==> src/rtl/point_on_curve_check.sv <==
// Checks y^2 == x^3 - x + 1 over GF(3^97), p(t) = t^97 + t^12 + 2, using one serial f3m_mult.
// Build option: define POINT_CHECK_CANON_EN to reject operands holding a 2'b11 coefficient.
`ifndef WIDTH
`define WIDTH 193
`endif

package f3m_pkg;
  localparam int M   = 97;
  localparam int EW  = `WIDTH + 1;
  localparam int TAP = 12;
  typedef logic [EW-1:0] elem_t;

  // 2'b11 is folded onto zero so every helper is total.
  function automatic logic [1:0] gf3_add(input logic [1:0] a, input logic [1:0] b);
    logic [2:0] s;
    s = {1'b0, (a == 2'b11) ? 2'b00 : a} + {1'b0, (b == 2'b11) ? 2'b00 : b};
    if (s >= 3'd3) begin
      s = s - 3'd3;
    end else begin
      s = s;
    end
    return s[1:0];
  endfunction

  function automatic logic [1:0] gf3_neg(input logic [1:0] a);
    logic [1:0] r;
    case (a)
      2'b01:   r = 2'b10;
      2'b10:   r = 2'b01;
      default: r = 2'b00;
    endcase
    return r;
  endfunction

  function automatic logic [1:0] gf3_mul(input logic [1:0] a, input logic [1:0] b);
    logic [1:0] r;
    if (a == 2'b00 || a == 2'b11 || b == 2'b00 || b == 2'b11) begin
      r = 2'b00;
    end else if (a == b) begin
      r = 2'b01;
    end else begin
      r = 2'b10;
    end
    return r;
  endfunction

  function automatic elem_t elem_add(input elem_t a, input elem_t b);
    elem_t r;
    r = '0;
    for (int i = 0; i < M; i++) r[2*i +: 2] = gf3_add(a[2*i +: 2], b[2*i +: 2]);
    return r;
  endfunction

  function automatic elem_t elem_sub(input elem_t a, input elem_t b);
    elem_t r;
    r = '0;
    for (int i = 0; i < M; i++) r[2*i +: 2] = gf3_add(a[2*i +: 2], gf3_neg(b[2*i +: 2]));
    return r;
  endfunction

  function automatic elem_t elem_scale(input elem_t a, input logic [1:0] c);
    elem_t r;
    r = '0;
    for (int i = 0; i < M; i++) r[2*i +: 2] = gf3_mul(a[2*i +: 2], c);
    return r;
  endfunction

  // Multiply by t: t^97 folds back as 2*t^12 + 1.
  function automatic elem_t elem_mul_t(input elem_t a);
    elem_t      r;
    logic [1:0] top;
    top = a[EW-1 -: 2];
    r = {a[EW-3:0], 2'b00};
    r[1:0] = top;
    r[2*TAP +: 2] = gf3_add(r[2*TAP +: 2], gf3_neg(top));
    return r;
  endfunction

  // Cubing is linear in characteristic 3: spread a_i to t^(3i), then reduce top-down.
  function automatic elem_t elem_cube(input elem_t a);
    logic [1:0] w [3*M-2];
    logic [1:0] c;
    elem_t      r;
    r = '0;
    for (int i = 0; i < 3*M-2; i++) w[i] = 2'b00;
    for (int i = 0; i < M; i++) w[3*i] = a[2*i +: 2];
    for (int d = 3*M-3; d >= M; d--) begin
      c = w[d];
      w[d-M] = gf3_add(w[d-M], c);
      w[d-M+TAP] = gf3_add(w[d-M+TAP], gf3_neg(c));
    end
    for (int i = 0; i < M; i++) r[2*i +: 2] = w[i];
    return r;
  endfunction

  function automatic logic elem_noncanon(input elem_t a);
    logic r;
    r = 1'b0;
    for (int i = 0; i < M; i++) r = r | (a[2*i +: 2] == 2'b11);
    return r;
  endfunction
endpackage

module f3m_add (
  input  logic [`WIDTH:0] a_i,
  input  logic [`WIDTH:0] b_i,
  output logic [`WIDTH:0] c_o
);
  import f3m_pkg::*;
  assign c_o = elem_add(a_i, b_i);
endmodule

module f3m_sub (
  input  logic [`WIDTH:0] a_i,
  input  logic [`WIDTH:0] b_i,
  output logic [`WIDTH:0] c_o
);
  import f3m_pkg::*;
  assign c_o = elem_sub(a_i, b_i);
endmodule

module f3m_cubic (
  input  logic [`WIDTH:0] a_i,
  output logic [`WIDTH:0] c_o
);
  import f3m_pkg::*;
  assign c_o = elem_cube(a_i);
endmodule

// Serial MSB-first multiplier: operands captured while reset_i is high, one coefficient of b per cycle.
module f3m_mult (
  input  logic            clk,
  input  logic            reset_i,
  input  logic [`WIDTH:0] a_i,
  input  logic [`WIDTH:0] b_i,
  output logic [`WIDTH:0] c_o,
  output logic            done_o
);
  import f3m_pkg::*;
  localparam logic [6:0] STEPS = 7'd97;

  elem_t      a_q, b_q, acc_q, b_d, acc_d;
  logic [6:0] cnt_q, cnt_d;
  logic       done_q;

  always_comb begin
    acc_d = acc_q;
    b_d   = b_q;
    cnt_d = cnt_q;
    if (cnt_q != STEPS) begin
      acc_d = elem_add(elem_mul_t(acc_q), elem_scale(a_q, b_q[EW-1 -: 2]));
      b_d   = {b_q[EW-3:0], 2'b00};
      cnt_d = cnt_q + 7'd1;
    end else begin
      acc_d = acc_q;
    end
  end

  always_ff @(posedge clk) begin
    if (reset_i) begin
      a_q    <= a_i;
      b_q    <= b_i;
      acc_q  <= '0;
      cnt_q  <= 7'd0;
      done_q <= 1'b0;
    end else begin
      a_q    <= a_q;
      b_q    <= b_d;
      acc_q  <= acc_d;
      cnt_q  <= cnt_d;
      done_q <= (cnt_d == STEPS);
    end
  end

  assign c_o    = acc_q;
  assign done_o = done_q;
endmodule

module point_on_curve_check (
  input  logic            clk,
  input  logic            reset,
  input  logic            start,
  input  logic [`WIDTH:0] x,
  input  logic [`WIDTH:0] y,
  input  logic            zero,
  output logic            busy,
  output logic            done,
  output logic            valid
);
  import f3m_pkg::*;

  typedef enum logic [2:0] {
    IDLE = 3'd0,
    LOAD = 3'd1,
    MULT = 3'd2,
    CMP  = 3'd3,
    FIN  = 3'd4
  } state_t;

  localparam elem_t ELEM_ONE = {{(EW-1){1'b0}}, 1'b1};

  state_t state_q;
  elem_t  xr_q, yr_q, y2r_q;
  logic   zr_q, busy_q, done_q, valid_q;
  elem_t  prod_d, cube_d, cube_mx_d, rhs_d;
  logic   mult_rst_d, mult_done_d, verdict_d;

  assign mult_rst_d = reset | (state_q == LOAD);

  f3m_mult u_mult (
    .clk    (clk),
    .reset_i(mult_rst_d),
    .a_i    (yr_q),
    .b_i    (yr_q),
    .c_o    (prod_d),
    .done_o (mult_done_d)
  );

  f3m_cubic u_cubic (.a_i(xr_q),      .c_o(cube_d));
  f3m_sub   u_sub   (.a_i(cube_d),    .b_i(xr_q),     .c_o(cube_mx_d));
  f3m_add   u_add   (.a_i(cube_mx_d), .b_i(ELEM_ONE), .c_o(rhs_d));

  assign verdict_d = zr_q | (y2r_q == rhs_d);

  always_ff @(posedge clk) begin
    if (reset) begin
      state_q <= IDLE;
      xr_q    <= '0;
      yr_q    <= '0;
      y2r_q   <= '0;
      zr_q    <= 1'b0;
      busy_q  <= 1'b0;
      done_q  <= 1'b0;
      valid_q <= 1'b0;
    end else begin
      case (state_q)
        IDLE: begin
          done_q <= 1'b0;
          if (start) begin
            xr_q   <= x;
            yr_q   <= y;
            zr_q   <= zero;
            busy_q <= 1'b1;
            if (zero) begin
              state_q <= FIN;
              done_q  <= 1'b1;
              valid_q <= 1'b1;
            end else begin
              state_q <= LOAD;
              valid_q <= 1'b0;
            end
          end else begin
            state_q <= IDLE;
          end
        end
        LOAD: begin
`ifdef POINT_CHECK_CANON_EN
          if (!zr_q && (elem_noncanon(xr_q) || elem_noncanon(yr_q))) begin
            state_q <= FIN;
            done_q  <= 1'b1;
            valid_q <= 1'b0;
          end else begin
            state_q <= MULT;
          end
`else
          state_q <= MULT;
`endif
        end
        MULT: begin
          if (mult_done_d) begin
            y2r_q   <= prod_d;
            state_q <= CMP;
          end else begin
            state_q <= MULT;
          end
        end
        CMP: begin
          state_q <= FIN;
          done_q  <= 1'b1;
          valid_q <= verdict_d;
        end
        FIN: begin
          state_q <= IDLE;
          done_q  <= 1'b0;
          busy_q  <= 1'b0;
        end
        default: begin
          state_q <= IDLE;
          done_q  <= 1'b0;
          busy_q  <= 1'b0;
        end
      endcase
    end
  end

  assign busy  = busy_q;
  assign done  = done_q;
  assign valid = valid_q;
endmodule

==> config.mk <==
export PLATFORM = sky130hd
export DESIGN_NAME = point_on_curve_check
export DESIGN_NICKNAME = d
export VERILOG_FILES = /design/src/rtl/point_on_curve_check.sv
export SDC_FILE = /design/constraint.sdc
export NUM_CORES = 2
export LEC_CHECK = 0
export CORE_MARGIN = 5
export CORE_UTILIZATION = 30
export CTS_BUF_LIST = sky130_fd_sc_hd__clkbuf_16
export DETAILED_ROUTE_END_ITERATION = 10
export GPL_ROUTABILITY_DRIVEN = 1
export SLEW_MARGIN = 0
export SYNTH_ARGS = -nofsm -noshare
export SYNTH_HDL_FRONTEND = slang
export SYNTH_SLANG_ARGS = --single-unit
==> constraint.sdc <==
create_clock -name clk -period 9.9 [get_ports clk]
set_clock_uncertainty 0.2 [all_clocks]
set_input_delay 1.98 -clock clk [delete_from_list [all_inputs] [get_ports clk]]
set_output_delay 1.98 -clock clk [all_outputs]
set_load 0.01 [all_outputs]
==> metrics.txt <==
Final Instance Area=88120 sq um; Worst-path clk slew=80 ps; Synth top area share=20.85%; Synth Register Bits=1179; Pins Over Slew Limit=0; grt ovf=0; Core Box Area=251600 sq um; Relative slew margins=11.64%; CP dominant cell by count=ha_1; CP required=10450 ps; minimum clock period=8451 ps; vias per cell=4.949; RSZ-0062 raised after global routing=false; final setup vio count=0; top cells by count, synth=nand2_1 (1242), inv_1 (1007), a21oi_1 (898); asr flop ratio synth=0%; Port Buffer Count=394; crit path max fanout=4; placed inst area=83390 sq um; post-DP HPWL=196.3 mm; total number of H-tree levels=4; number of I/O pins=395; maxcap violations=0; CP peak stage delay=540 ps; Hold Fails Final Rpt=0; nets=10162; peak supply drop=0.1801 mV; post-route ant nets=0; r2r setup slk=1450 ps; RD Place Congestion=0.9096; final WL=244.9 mm; Die ar.=263400 sq um; Final Cycle Share=85.37%; Iter 0 DRT Violations=4217; Root Buffer=clkbuf_16; Die Wd=513.2 um; Via Count=60999; largest net degree at the start of global routing=197; Yosys warnings=0; total clock sinks=1179; Post-synth EDFFs=388; critical path endpoint category=flip-flop; Placed Cells=12065; DRC=0; total chip power=17.90 mW; status=completed; startpoint class of the critical path=flip-flop; total track usage=18.01%; top cells by area, synth=dfxtp_1 (21%), edfxtp_1 (15%), ha_1 (10%); P&R area growth vs syn=16.02%; HP Class=reg2reg; worst-case clock buffer depth=3; dominant cell type by area after synthesis=dfxtp_1; WP data arrival=9000 ps; PD cells=203.2 nW/um^2; pre-CTS WS=1538 ps; initial core utilization=30.19%; post-cts sizing count=0; synthesized net count=9915; mapped cell area=75960 sq um; share of layout cells above drive strength 1=5.640%; register area share after synthesis=36.19%; Clock Latency Late Sink=800 ps; antenna violations before repair=9; slowest CP cell=fa_1; Least-Margin Pin Slew=1314 ps; FP Rows=184; setup TNS=0 ps; Primary FF master, synth=dfxtp_1; fmax=118.3 MHz; Detailed Routing Iterations Pass 1=6; post-synthesis cell type count=71; final setup margin=1449 ps; Hold Buf Count CTS=0; vias in the first global route=58563; die height=513.2 um; wire per inst=19.87 um; Setup CP Type=reg2reg; Fin Hold WS=237.3 ps; Num CTS Buffers=139; post-CTS setup buffers=0; cell with the most instances after synthesis=nand2_1; final core utilization=35.02%; Non-Filler Instances=12325; first-pass GRT wire length=361.5 mm; Mapped Avg Cell Area=8.821 sq um; Synth Instances=8611; leakage=36.62 nW; CTS tree=yes
worst paths after layout:
path	from	endpoint	depth (start not counted)
worst max register to register	xr_q[187]	valid	38
worst min-delay path	yr_q[62]	u_mult.a_q[62]	0
worst min register to register	yr_q[62]	u_mult.a_q[62]	0
worst max-delay path	xr_q[187]	valid	38
final cells by class:
type | instances | area, sq um
Antenna cell | 6 | 15.01
Clock buffer | 144 | 3603
Clock inverter | 110 | 1114
Fill cell | 25543 | 163500
Inverter | 1007 | 3780
Multi-Input combinational cell | 6094 | 43500
Sequential cell | 1179 | 27490
Tap cell | 3348 | 4189
Timing Repair Buffer | 437 | 4434
registers in the layout, summed over array words and instances (netlist names):
| name | cells |
|---|---|
| state_q | 3 |
| u_mult.a_q | 194 |
| yr_q | 194 |
| done | 1 |
| y2r_q | 194 |
| busy | 1 |
| valid | 1 |
| u_mult.b_q | 194 |
| u_mult.c_o | 194 |
| u_mult.done_o | 1 |
| zr_q | 1 |
| u_mult.cnt_q | 7 |
| xr_q | 194 |
routing by layer:
| layer | vias up | share of wire (%) | routed length, um | track usage [%] |
|---|---|---|---|---|
| met3 | 334 | 5.0 | 12140 | 2.212 |
| met1 | 29326 | 48 | 116700 | 25.56 |
| li1 | 29830 | - | - | - |
| met2 | 1505 | 43 | 105400 | 27.84 |
| met4 | 4 | 4.3 | 10650 | 7.169 |
| met5 | - | 0.011 | 27 | 0 |
cell families (layout without fill, tap and decap cells):
family / Yosys count / after routing / synth area share [%]
DFF: 1179 / 1179 / 36.19
buffers and inverters: 1338 / 1698 / 6.661
muxes: 219 / 219 / 3.232
AOI/OAI and AO/OA: 1839 / 1839 / 14.64
adders and majority gates: 912 / 912 / 18.02
and+or+nand+nor: 2971 / 2971 / 19.50
other: 0 / 6 / 0
xor gates and xnor gates: 153 / 153 / 1.764
power by group:
| group | total, mW | internal (mW) | switching (mW) |
|---|---|---|---|
| logic | 7.04 | 2.71 | 4.33 |
| clock network | 5.25 | 3.00 | 2.25 |
| registers | 5.61 | 5.36 | 0.255 |
| total | 17.9 | 11.1 | 6.83 |
worst max-delay path: cells and delay by family (launching register included):
family                   cells  cell delay, ps
AO/OA/AOI/OAI                5             570
AND/OR/NAND/NOR             15            3030
adder cells (fa/ha/maj)     13            3840
buffers and inverters        4             280
flip-flops                   1             340
XOR/XNOR                     1             140
cells in the final DEF, fill, tap and decap left out, drive strengths merged, types with 200 or more instances in the layout:
| cell | synthesis | final |
|---|---|---|
| clkdlybuf4s50 | 0 | 393 |
| inv | 1007 | 1050 |
| a21oi | 898 | 898 |
| fa | 303 | 303 |
| nand2 | 1242 | 1242 |
| ha | 609 | 609 |
| nor2 | 297 | 297 |
| nand2b | 487 | 487 |
| nor2b | 432 | 432 |
| edfxtp | 388 | 388 |
| mux2 | 200 | 200 |
| dfxtp | 791 | 791 |
Power figures use the tool's default switching activity.
